===== src/rtl/inc_share_pkg.sv =====
// rtl/inc_share_pkg.sv - shared types and round-robin grant helper for inc_share_ctrl
package inc_share_pkg;

  localparam int MAX_NREQ = 8;
  localparam int PTR_W    = 3;

  typedef enum logic [1:0] {
    IDLE = 2'd0,
    EXEC = 2'd1,
    RESP = 2'd2
  } state_t;

  // Vectors are sized for the largest supported NREQ; bits at or above nreq stay zero.
  function automatic logic [MAX_NREQ-1:0] rr_next(
    input logic [MAX_NREQ-1:0] valid,
    input logic [PTR_W-1:0]    ptr,
    input int                  nreq
  );
    logic [MAX_NREQ-1:0] g;
    logic                found;
    int                  idx;
    g     = '0;
    found = 1'b0;
    for (int i = 0; i < MAX_NREQ; i++) begin
      idx = (int'(ptr) + i) % nreq;
      if (i < nreq && !found && valid[idx[PTR_W-1:0]]) begin
        g[idx[PTR_W-1:0]] = 1'b1;
        found             = 1'b1;
      end
    end
    return g;
  endfunction

endpackage


===== src/rtl/inc_unit.sv =====
// rtl/inc_unit.sv - shared combinational incrementer, y = a + 1 with carry-out
module inc_unit #(
  parameter int WIDTH = 8
) (
  input  logic [WIDTH-1:0] a,
  output logic [WIDTH-1:0] y,
  output logic             cout
);

  assign {cout, y} = {1'b0, a} + (WIDTH+1)'(1);

endmodule


===== src/rtl/inc_share_ctrl.sv =====
// rtl/inc_share_ctrl.sv - round-robin sharing of one incrementer among NREQ requesters
module inc_share_ctrl
  import inc_share_pkg::*;
#(
  parameter int NREQ  = 4,
  parameter int WIDTH = 8,
  localparam int IDW  = $clog2(NREQ)
) (
  input  logic                  clk,
  input  logic                  reset,
  input  logic [NREQ-1:0]       req_valid,
  input  logic [NREQ*WIDTH-1:0] req_data,
  output logic [NREQ-1:0]       req_ready,
  output logic                  rsp_valid,
  output logic [IDW-1:0]        rsp_id,
  output logic [WIDTH-1:0]      rsp_data,
  output logic                  rsp_cout,
  input  logic                  rsp_ready,
  output logic                  busy
);

  state_t               state, state_nxt;
  logic [IDW-1:0]       rr_ptr;
  logic [IDW-1:0]       id_q;
  logic [WIDTH-1:0]     op_q;
  logic [MAX_NREQ-1:0]  grant_full;
  logic [IDW-1:0]       grant_idx;
  logic [WIDTH-1:0]     op_sel;
  logic [WIDTH-1:0]     sum;
  logic                 cout;

  assign grant_full = rr_next(MAX_NREQ'(req_valid), PTR_W'(rr_ptr), NREQ);

  always_comb begin
    grant_idx = '0;
    for (int i = 0; i < MAX_NREQ; i++) begin
      if (grant_full[i]) grant_idx = IDW'(i);
    end
  end

  always_comb begin
    op_sel = '0;
    for (int i = 0; i < NREQ; i++) begin
      if (grant_idx == IDW'(i)) op_sel = req_data[i*WIDTH +: WIDTH];
    end
  end

  inc_unit #(.WIDTH(WIDTH)) u_inc (
    .a    (op_q),
    .y    (sum),
    .cout (cout)
  );

  // Grant is combinational in IDLE, so it must be masked while reset is asserted.
  always_comb begin
    state_nxt = state;
    req_ready = '0;
    case (state)
      IDLE: begin
        if (!reset && |req_valid) begin
          req_ready = grant_full[NREQ-1:0];
          state_nxt = EXEC;
        end
      end
      EXEC: state_nxt = RESP;
      RESP: if (rsp_ready) state_nxt = IDLE;
      default: state_nxt = IDLE;
    endcase
  end

  assign busy = (state != IDLE);

  always_ff @(posedge clk) begin
    if (reset) begin
      state     <= IDLE;
      rr_ptr    <= '0;
      id_q      <= '0;
      op_q      <= '0;
      rsp_valid <= 1'b0;
      rsp_id    <= '0;
      rsp_data  <= '0;
      rsp_cout  <= 1'b0;
    end else begin
      state <= state_nxt;
      case (state)
        IDLE: begin
          if (|req_valid) begin
            op_q <= op_sel;
            id_q <= grant_idx;
          end
        end
        EXEC: begin
          rsp_data  <= sum;
          rsp_cout  <= cout;
          rsp_id    <= id_q;
          rsp_valid <= 1'b1;
        end
        RESP: begin
          if (rsp_ready) begin
            rsp_valid <= 1'b0;
            rr_ptr    <= (int'(id_q) == NREQ-1) ? '0 : id_q + IDW'(1);
          end
        end
        default: ;
      endcase
    end
  end

endmodule


===== config.mk =====
export PLATFORM = sky130hd
export DESIGN_NAME = inc_share_ctrl
export DESIGN_NICKNAME = d
export VERILOG_FILES = /design/src/rtl/inc_share_pkg.sv /design/src/rtl/inc_unit.sv /design/src/rtl/inc_share_ctrl.sv
export SDC_FILE = /design/constraint.sdc
export NUM_CORES = 1
export LEC_CHECK = 0
export ABC_AREA = 1
export BUFFER_PORTS_ARGS = -buffer_cell sky130_fd_sc_hd__buf_2
export CAP_MARGIN = 20
export CELL_PAD_IN_SITES_DETAIL_PLACEMENT = 2
export CELL_PAD_IN_SITES_GLOBAL_PLACEMENT = 2
export CORE_MARGIN = 2
export CORE_UTILIZATION = 28
export DETAILED_ROUTE_END_ITERATION = 10
export GPL_ROUTABILITY_DRIVEN = 0
export GPL_TIMING_DRIVEN = 1
export PLACE_DENSITY_LB_ADDON = 0.1
export SETUP_SLACK_MARGIN = 0.3
export SYNTH_ARGS = -nofsm -noshare
export SYNTH_HDL_FRONTEND = slang
export SYNTH_HIERARCHICAL = 1
export SYNTH_SLANG_ARGS = --single-unit

===== constraint.sdc =====
create_clock -name clk -period 5.29 [get_ports clk]
set_input_delay 1.058 -clock clk [delete_from_list [all_inputs] [get_ports clk]]
set_output_delay 1.058 -clock clk [all_outputs]
set_load 0.02 [all_outputs]

==> results.txt, run 1 <==
Total clock sinks -> 26
Maximum achievable frequency -> 252 MHz
Overall overflow remaining after global route -> 0
Initial standard-cell utilization of the core -> 0.288
Layout net count -> 383
NetSw -> 0.235 mW
Number of setup violations in the final report -> 0
Die Ht -> 84.8 µm
Cell count after synthesis -> 283
Detailed-route via count -> 2002
Main area contributors after synthesis -> sky130_fd_sc_hd__dfxtp_1 (28%), sky130_fd_sc_hd__nand3_1 (13%), sky130_fd_sc_hd__nand2_1 (12%)
Share of power burned in registers -> 0.409
Fraction of final layout cells sized beyond drive strength 1 -> 0.236
Dominant cell type by area after synthesis -> sky130_fd_sc_hd__dfxtp_1
Hold-fix buffers, CTS -> 0
Root Driver -> sky130_fd_sc_hd__clkbuf_8
Share of the clock period used by the worst path -> 0.751
Area overhead of the layout relative to synthesis -> 21.0%
Nets in the synthesized netlist -> 330
Headroom to the max-slew limit -> 0.378
Combinational cell fraction of total power -> 0.378
TritonCTS clock tree -> built
DRC violation count after routing -> 0
Iteration-0 DRC count of the detailed router -> 81
Worst flop-to-flop path startpoint -> rr_ptr[0]
Clock transition at the register clock pins on the worst setup and hold paths after CTS -> 90 ps
Run status -> completed
Hold_ws -> 469 ps
CP max stage cell -> sky130_fd_sc_hd__nor2_1
FF-to-FF path depth -> 15
Data arrival time at the worst-slack endpoint -> 2920 ps
Max Cap Viol -> 0
Setup repair after global routing missed its margin -> no
Top-level I/O count -> 56
Mean routed wirelength per cell -> 13.8 µm
Maximum vdd ir drop -> 113 µV
Total global routing track utilization -> 0.163
Startpoint kind of the worst setup timing path -> input port
Number of buffers inserted by port buffering -> 55
Type of the worst setup path -> in -> out
Total stage count of the critical path -> 8
Yosys warning count -> 6
Vias per cell -> 4.86
Combined area of all synthesized cells -> 0.00183 mm²
H-Tree Depth -> 1
Slowest stage delay, CP -> 700 ps
Fraction of post-synthesis cell area in the top cell type by area -> 0.285
Most used cells in the layout excluding fill and tap cells -> sky130_fd_sc_hd__nand2_1 (57), sky130_fd_sc_hd__buf_2 (55), sky130_fd_sc_hd__nand3_1 (49)
Actual slew at the worst max-slew pin -> 929 ps
# diodes -> 0
Most common cell after layout, fill and taps aside -> sky130_fd_sc_hd__nand2_1
Syn avg cell area -> 6.46 µm²
Bufs and invs on worst path -> 4
Pwr per Cell Area -> 273 mW/mm²
Cells traversed along the worst timing path -> buf_2 -> nor4_1 -> nor2_1 -> inv_1 -> nor2_1 -> inv_1 -> nor2_1 -> buf_2
Final min period -> 3970 ps
Hold Startpoint -> rsp_valid
Final worst clock skew -> 1.72 ps
Part of the Yosys area used for sequential elements -> 0.285
Num rows -> 29
Worst hold path class -> reg -> reg
Total leakage power -> 1.15 nW
Net Sw Frac -> 0.390
Post-CTS resize count -> 0
Aggregate routed wire length -> 5690 µm
Largest fanout on the critical path -> 16
Antenna viol nets, final -> 0
Most common cell type on the critical path -> sky130_fd_sc_hd__nor2_1
Setup repair bufs after CTS -> 0
TritonCTS buffer count -> 3
Number of iterations in the first detailed-routing pass -> 4
Detailed-placement wirelength estimate -> 4560 µm
Pint -> 0.369 mW
Number of register bits inferred by synthesis -> 26
Final Hold Violating Endpoints -> 0
Number of library cell types mapped by synthesis -> 29
Floorplan core area -> 0.00635 mm²
Clock buffer depth -> 2
Via count of the first global-routing pass -> 2031
Number of pins exceeding their max-slew limit in the final report -> 0
Crit path capture type -> output port
Source of the critical timing path -> req_valid[0]
Worst endpoint required time -> 4230 ps
Cell class contributing the biggest share of worst-path delay -> simple AND/OR/NAND/NOR gates
Die width -> 84.8 µm
Later-pin clock latency in the skew report -> 270 ps
Largest net degree at the start of global routing -> 21
Fraction of the core area covered by cells at the end of the flow -> 0.349
TNS Setup -> 0 ps
Clk network pwr share -> 0.212
Floorplan die area -> 0.00720 mm²
First-pass GRT wire length -> 9760 µm
Number of antenna violations at the first check in global routing -> 0
WHS Path Cells -> 2
-- cells by family (layout without fill, tap and decap cells) --
logic type / Yosys count / count (layout) / share of synthesized area
flops: 26 / 26 / 0.285
buf+inv: 36 / 88 / 0.0828
fa+ha+maj: 8 / 8 / 0.0547
simple gates: 174 / 174 / 0.462
xor+xnor: 3 / 3 / 0.0144
compound gates: 36 / 36 / 0.101
-- routing by layer --
metal | part of all wire | vias up | global-route usage
met3 | 0.046 | 4 | 0.0214
met5 | 0 | - | 0
met1 | 0.52 | 924 | 0.253
li1 | - | 1025 | -
met4 | 0.011 | 0 | 0.0433
met2 | 0.42 | 49 | 0.236
-- power groups by stage --
stage                     sequential (mW)  combinational, mW  clock, mW
final                               0.247              0.229      0.128
after global routing                0.252              0.262      0.144
after CTS                           0.248              0.234      0.136
after detailed placement            0.252              0.232          0
after global placement              0.251              0.227          0
after floorplan                     0.259              0.153          0
-- through the flow --
| step | area, µm² | setup slack (ps) | power [mW] | instances |
|---|---|---|---|---|
| 3_3_place_gp | 2160 | 1400 | 0.479 | 408 |
| 6_report | 2210 | 1320 | 0.604 | 412 |
| 5_1_grt | 2210 | 1020 | 0.659 | 412 |
| 2_1_floorplan | 1830 | 2020 | 0.412 | 283 |
| 3_5_place_dp | 2160 | 1260 | 0.483 | 408 |
| 4_1_cts | 2210 | 1250 | 0.617 | 412 |
-- area by class of cell --
cell class | instances | area, µm²
timing repair buffer | 55 | 275
clock buffer | 4 | 55.1
fill | 817 | 4140
multi-input combinational | 221 | 1160
sequential | 26 | 520
tap | 77 | 96.3
inverter | 29 | 109
-- tightest hold or removal path: stages, from the launching register on --
cell	delay, ps
sky130_fd_sc_hd__dfxtp_1	320
sky130_fd_sc_hd__nand2_1	60
sky130_fd_sc_hd__a21oi_1	50
-- registers in the layout (all words and copies together) (netlist names) --
name       flops
id_q           2
rsp_valid      1
rsp_cout       1
rsp_data       8
rr_ptr         2
op_q           8
rsp_id         2
state          2
-- cell usage after synthesis, drive strengths merged --
cell type,n
nand4,1
xor2,1
clkinv,1
ha,8
o2111ai,1
a31oi,1
nor4,1
nand3,56
or2,1
o21ai,24
xnor2,2
a21oi,10
nand3b,1
clkbuf,4
dfxtp,26
buf,3
nor2,52
inv,28
nand2,62
-- final timing paths --
path | end | slack, ps
worst min-delay path | rsp_valid | 470
worst min register to register | rsp_valid | 470
worst max register to register | op_q[6] | 2380
worst max-delay path | req_ready[1] | 1320
(Power assumes the default switching activity.)
==> run 2: changes to the inputs <==
--- a/config.mk
+++ b/config.mk
@@ -11,7 +11,7 @@
 export CELL_PAD_IN_SITES_DETAIL_PLACEMENT = 2
 export CELL_PAD_IN_SITES_GLOBAL_PLACEMENT = 2
 export CORE_MARGIN = 2
-export CORE_UTILIZATION = 28
+export CORE_UTILIZATION = 24
 export DETAILED_ROUTE_END_ITERATION = 10
 export GPL_ROUTABILITY_DRIVEN = 0
 export GPL_TIMING_DRIVEN = 1
==> constraint.sdc (replaced) <==
create_clock -name clk -period 3.2 [get_ports clk]
set_input_delay 0.64 -clock clk [delete_from_list [all_inputs] [get_ports clk]]
set_output_delay 0.64 -clock clk [all_outputs]
set_load 0.02 [all_outputs]
==> run 2 against run 1 <==
- design area is 5.5% higher
- sequential cell count is the same
- first-iteration DRC count fell by 56%
- setup slack got worse by 830 ps
- clock power up 120%
- non-clock buffer count is 7 higher
- highest routed layer unchanged
- clock-buffer cell count fell by 1
- via count is 0.30% higher
- wire length grew 8.8%
- sequential share of layout area decreased by 0.91 points
==> results.txt, run 2 (synthesis results as in run 1) <==
Run status -> completed
Total clock sinks -> 26
Headroom to the max-slew limit -> 0.530
Share of the clock period used by the worst path -> 0.847
Cells traversed along the worst timing path -> clkinvlp_4 -> ha_4 -> inv_1 -> nand3_1 -> nand2_1 -> nand2_4 -> nor2_4 -> nand2_1 -> nand3_1 -> clkinv_1 -> nor2_1 -> buf_2
Number of antenna violations at the first check in global routing -> 0
Startpoint kind of the worst setup timing path -> register
Post-Layout Cell Count -> 441
Number of buffers inserted by port buffering -> 55
Biggest regs -> op_q x8, rsp_data x8
Pwr per Cell Area -> 466 mW/mm²
# diodes -> 0
M1 GR Usage -> 0.212
Num rows -> 31
H-Tree Depth -> 1
Detailed-placement wirelength estimate -> 4960 µm
Worst setup slack after layout -> 488 ps
Detailed-route via count -> 2008
Hold Startpoint -> rsp_valid
Worst hold endpoint -> rsp_valid
Pint -> 0.679 mW
Vias per cell -> 4.55
DP Worst Slack -> 377 ps
Area overhead of the layout relative to synthesis -> 27.7%
Mean routed wirelength per cell -> 14.0 µm
Worst flop-to-flop path startpoint -> rr_ptr[1]
Combinational cell fraction of total power -> 0.369
Iteration-0 DRC count of the detailed router -> 36
Fraction of the core area covered by cells at the end of the flow -> 0.319
GRT met3 Usage -> 0.0340
Slowest stage delay, CP -> 370 ps
Flop2flop setup slack -> 880 ps
Instance count after placement with tap cells included -> 433
Final Hold Violating Endpoints -> 0
Maximum vdd ir drop -> 156 µV
Total global routing track utilization -> 0.154
Most utilized layer in the global route result -> met2
Data arrival time at the worst-slack endpoint -> 2070 ps
Layout net count -> 390
Initial standard-cell utilization of the core -> 0.250
Clk network pwr share -> 0.258
TNS Setup -> 0 ps
Root Driver -> sky130_fd_sc_hd__clkbuf_8
Fraction of final layout cells sized beyond drive strength 1 -> 0.263
Crit path capture type -> output port
Die Ht -> 91.3 µm
Type of the worst setup path -> reg -> out
Maximum achievable frequency -> 369 MHz
WHS Path Cells -> 2
Share of power burned in registers -> 0.373
Max Cap Viol -> 0
Final min period -> 2710 ps
NetSw -> 0.409 mW
Actual slew at the worst max-slew pin -> 703 ps
Placed Instance Area -> 0.00221 mm²
Floorplan core area -> 0.00733 mm²
Via count of the first global-routing pass -> 2111
First-pass GRT wire length -> 10400 µm
Later-pin clock latency in the skew report -> 280 ps
Worst hold path class -> reg -> reg
Antenna viol nets, final -> 0
Worst endpoint required time -> 2560 ps
TritonCTS clock tree -> built
Total leakage power -> 1.19 nW
Overall overflow remaining after global route -> 0
Clock transition at the register clock pins on the worst setup and hold paths after CTS -> 100 ps
CP max stage cell -> sky130_fd_sc_hd__dfxtp_4
Clock buffer depth -> 2
Most used cells in the layout excluding fill and tap cells -> sky130_fd_sc_hd__nand2_1 (57), sky130_fd_sc_hd__buf_2 (55), sky130_fd_sc_hd__nand3_1 (49)
DRC violation count after routing -> 0
Top-level I/O count -> 56
Number of iterations in the first detailed-routing pass -> 4
Met2 usage -> 0.249
Die width -> 91.3 µm
TritonCTS buffer count -> 3
Setup repair after global routing missed its margin -> no
Critical R2R Capture -> op_q[2]
Floorplan die area -> 0.00834 mm²
FF-to-FF path depth -> 16
Largest fanout on the critical path -> 4
Bufs and invs on worst path -> 4
Cell class contributing the biggest share of worst-path delay -> simple AND/OR/NAND/NOR gates
Number of setup violations in the final report -> 0
Largest net degree at the start of global routing -> 21
Source of the critical timing path -> rr_ptr[1]
Net Sw Frac -> 0.376
Final worst clock skew -> 9.83 ps
Number of pins exceeding their max-slew limit in the final report -> 0
Hold-fix buffers, CTS -> 0
Most common cell after layout, fill and taps aside -> sky130_fd_sc_hd__nand2_1
Aggregate routed wire length -> 6190 µm
Post-Layout Inst Area -> 0.00234 mm²
run 2: power groups by stage:
stage	sequential [mW]	combinational [mW]	clock (mW)
floorplan	0.428	0.253	0
global placement	0.416	0.392	0
detailed placement	0.417	0.401	0
CTS	0.410	0.406	0.287
global route	0.415	0.457	0.305
finish	0.406	0.401	0.280
run 2: how the worst max path moves through the flow:
stage,end,slack (ps),cells past startpoint
finish,req_ready[1],490,12
global route,req_ready[1],320,12
CTS,req_ready[1],350,12
detailed placement,req_ready[1],380,12
global placement,req_ready[1],500,12
floorplan,req_ready[1],520,11
run 2: cell type report:
cell class / count / area, µm²
inverter: 29 / 115
clock buffer: 3 / 41.3
sequential: 26 / 528
clock inverter: 1 / 30.0
timing repair buffer: 62 / 328
multi-input combinational: 221 / 1170
fill: 929 / 4990
tap: 99 / 124
run 2: metal layers:
metal | wire [µm] | part of all wire
met5 | 0 | 0
met4 | 43 | 0.0069
met3 | 321 | 0.052
met2 | 2710 | 0.44
met1 | 3110 | 0.50
run 2: worst min-delay path, cell delays in order, from the launching register on:
cell and delay (ps):
sky130_fd_sc_hd__dfxtp_1 330, sky130_fd_sc_hd__nand2_1 70, sky130_fd_sc_hd__a21oi_1 60
run 2: timing repair:
item,in CTS,in global routing
gates resized for setup,5,3
endpoints found under the hold margin,0,0
setup endpoints to repair,4,3
setup buffers,0,4
run 2: metrics by stage:
step	hold WS, ps	power, mW
4_1_cts	510	1.10
3_5_place_dp	494	0.818
5_1_grt	523	1.18
3_3_place_gp	459	0.808
6_report	502	1.09
2_1_floorplan	452	0.682
==> run 3: changes to the inputs <==
--- a/config.mk
+++ b/config.mk
@@ -11,7 +11,7 @@
 export CELL_PAD_IN_SITES_DETAIL_PLACEMENT = 2
 export CELL_PAD_IN_SITES_GLOBAL_PLACEMENT = 2
 export CORE_MARGIN = 2
-export CORE_UTILIZATION = 24
+export CORE_UTILIZATION = 26
 export DETAILED_ROUTE_END_ITERATION = 10
 export GPL_ROUTABILITY_DRIVEN = 0
 export GPL_TIMING_DRIVEN = 1
==> constraint.sdc (replaced) <==
create_clock -name clk -period 2.57 [get_ports clk]
set_input_delay 0.514 -clock clk [delete_from_list [all_inputs] [get_ports clk]]
set_output_delay 0.514 -clock clk [all_outputs]
set_load 0.02 [all_outputs]
==> run 3 against run 2 <==
- sequential share of layout area is 2.8 points lower
- sequential cell count stayed put
- die area is 7.4% lower
- first-iteration DRC count is 44% higher
- combinational power is 54% higher
- sequential power is 24% higher
- non-clock buffer count is 16 higher
- register-to-register slack worse by 490 ps
- clock-buffer cell count is 1 higher
- largest cell class unchanged
==> results.txt, run 3 (synthesis results as in run 1) <==
Met2 usage -> 0.298
Actual slew at the worst max-slew pin -> 520 ps
Clock buffer depth -> 2
Clock transition at the register clock pins on the worst setup and hold paths after CTS -> 90 ps
Total clock sinks -> 26
Later-pin clock latency in the skew report -> 280 ps
Maximum vdd ir drop -> 154 µV
Final Hold Violating Endpoints -> 0
Num rows -> 30
Initial standard-cell utilization of the core -> 0.269
Placed Instance Area -> 0.00225 mm²
Most common cell after layout, fill and taps aside -> sky130_fd_sc_hd__buf_2
Number of pins exceeding their max-slew limit in the final report -> 0
Cells traversed along the worst timing path -> inv_4 -> ha_4 -> inv_4 -> nand3_2 -> nand2_2 -> nand2_4 -> inv_4 -> nand3_1 -> nand3_4 -> clkinv_4 -> nor2_4 -> buf_6
TNS Setup -> 0 ps
Hold Startpoint -> rsp_valid
Detailed-placement wirelength estimate -> 4850 µm
TritonCTS clock tree -> built
First-pass GRT wire length -> 11100 µm
Flop2flop setup slack -> 390 ps
Fraction of final layout cells sized beyond drive strength 1 -> 0.398
# diodes -> 0
Vias per cell -> 4.70
Mean routed wirelength per cell -> 15.0 µm
Post-Layout Cell Count -> 455
Floorplan core area -> 0.00679 mm²
Footprint of the flip-flops and latches -> 528 µm²
Number of iterations in the first detailed-routing pass -> 4
M1 GR Usage -> 0.258
Instance count after placement with tap cells included -> 433
Most utilized layer in the global route result -> met2
Post-Layout Inst Area -> 0.00267 mm²
Biggest regs -> op_q x8, rsp_data x8
DRC violation count after routing -> 0
Aggregate routed wire length -> 6840 µm
Worst hold endpoint -> rsp_valid
Total leakage power -> 1.30 nW
Top-level I/O count -> 56
Run status -> completed
Overall overflow remaining after global route -> 0
Floorplan die area -> 0.00772 mm²
Detailed-route via count -> 2139
Die Ht -> 87.9 µm
GRT met3 Usage -> 0.0198
Final min period -> 2360 ps
Headroom to the max-slew limit -> 0.653
Max Cap Viol -> 0
Maximum achievable frequency -> 424 MHz
Number of buffers inserted by port buffering -> 55
Filler cells -> 825
Worst hold path class -> reg -> reg
Pwr per Cell Area -> 537 mW/mm²
Most common cell type on the critical path -> sky130_fd_sc_hd__inv_4
Total global routing track utilization -> 0.183
Multi-input gate area -> 0.00135 mm²
FF-to-FF path depth -> 16
Die width -> 87.9 µm
Worst setup slack after layout -> 212 ps
Number of setup violations in the final report -> 0
H-Tree Depth -> 1
Slowest stage delay, CP -> 370 ps
Most used cells in the layout excluding fill and tap cells -> sky130_fd_sc_hd__buf_2 (51), sky130_fd_sc_hd__nand2_1 (44), sky130_fd_sc_hd__nand3_1 (42)
Area overhead of the layout relative to synthesis -> 46.0%
Data arrival time at the worst-slack endpoint -> 1840 ps
Worst endpoint required time -> 2060 ps
Worst flop-to-flop path startpoint -> rr_ptr[1]
Startpoint kind of the worst setup timing path -> register
Root Driver -> sky130_fd_sc_hd__clkbuf_8
Crit path capture type -> output port
Critical R2R Capture -> op_q[3]
CP max stage cell -> sky130_fd_sc_hd__dfxtp_4
Antenna viol nets, final -> 0
TritonCTS buffer count -> 3
Iteration-0 DRC count of the detailed router -> 52
Layout net count -> 407
Type of the worst setup path -> reg -> out
Share of the clock period used by the worst path -> 0.917
Largest fanout on the critical path -> 4
Number of antenna violations at the first check in global routing -> 0
DP Worst Slack -> 82.0 ps
Final worst clock skew -> 2.93 ps
WHS Path Cells -> 2
Setup repair after global routing missed its margin -> yes
Largest net degree at the start of global routing -> 21
Via count of the first global-routing pass -> 2234
-- run 3: cell types whose count changed in the layout (fill, tap and decap cells not counted), sizes merged --
cell / delta
nor2: +1
clkinvlp: -1
buf: +16
inv: +1
bufinv: -1
clkbuf: +1
-- run 3: stage by stage --
step | total power [mW] | hold WS (ps) | util
detailed placement | 1.02 | 454 | 0.331
CTS | 1.40 | 469 | 0.377
global route | 1.54 | 492 | 0.393
global placement | 1.01 | 448 | 0.331
floorplan | 0.855 | 452 | -
finish | 1.43 | 464 | 0.393
-- run 3: cell type report --
| class | instances | share of cell area |
|---|---|---|
| tap | 96 | 0.0450 |
| multi-input combinational | 222 | 0.505 |
| sequential | 26 | 0.198 |
| timing repair buffer | 78 | 0.181 |
| clock buffer | 4 | 0.0248 |
| inverter | 29 | 0.0464 |
-- run 3: worst max path at each step --
stage          startpoint  slack (ps)  cells past startpoint            to
3_3_place_gp    rr_ptr[1]         180                     16       op_q[6]
6_report        rr_ptr[1]         210                     12  req_ready[1]
5_1_grt         rr_ptr[1]          90                     12  req_ready[1]
2_1_floorplan   rr_ptr[1]         320                     12  req_ready[3]
3_5_place_dp    rr_ptr[1]          80                     16       op_q[5]
4_1_cts         rr_ptr[0]         230                     11  req_ready[1]
-- run 3: repair_timing --
item                                   CTS  global route
pin swaps                               12            14
gates resized for setup                 45            17
setup buffers                           13             4
cloned                                   0             1
endpoints found under the hold margin    0             0
hold buffers                             0             0
setup endpoints to repair               13            13
-- run 3: worst max-delay path: cells and delay by family (launching register included) --
| family | cells | cell delay [ps] |
|---|---|---|
| buf+inv | 5 | 370 |
| fa+ha+maj | 1 | 250 |
| simple gates | 6 | 560 |
| flops | 1 | 370 |
-- run 3: power breakdown --
group | switching, mW | internal (mW)
sequential | 0.0467 | 0.458
clock | 0.141 | 0.170
combinational | 0.380 | 0.239
total | 0.567 | 0.867
-- run 3: routing by layer --
| layer | vias up | routed length (µm) |
|---|---|---|
| met3 | 5 | 215 |
| met4 | 0 | 68 |
| li1 | 1077 | - |
| met2 | 48 | 3100 |
| met1 | 1009 | 3460 |
| met5 | - | 0 |
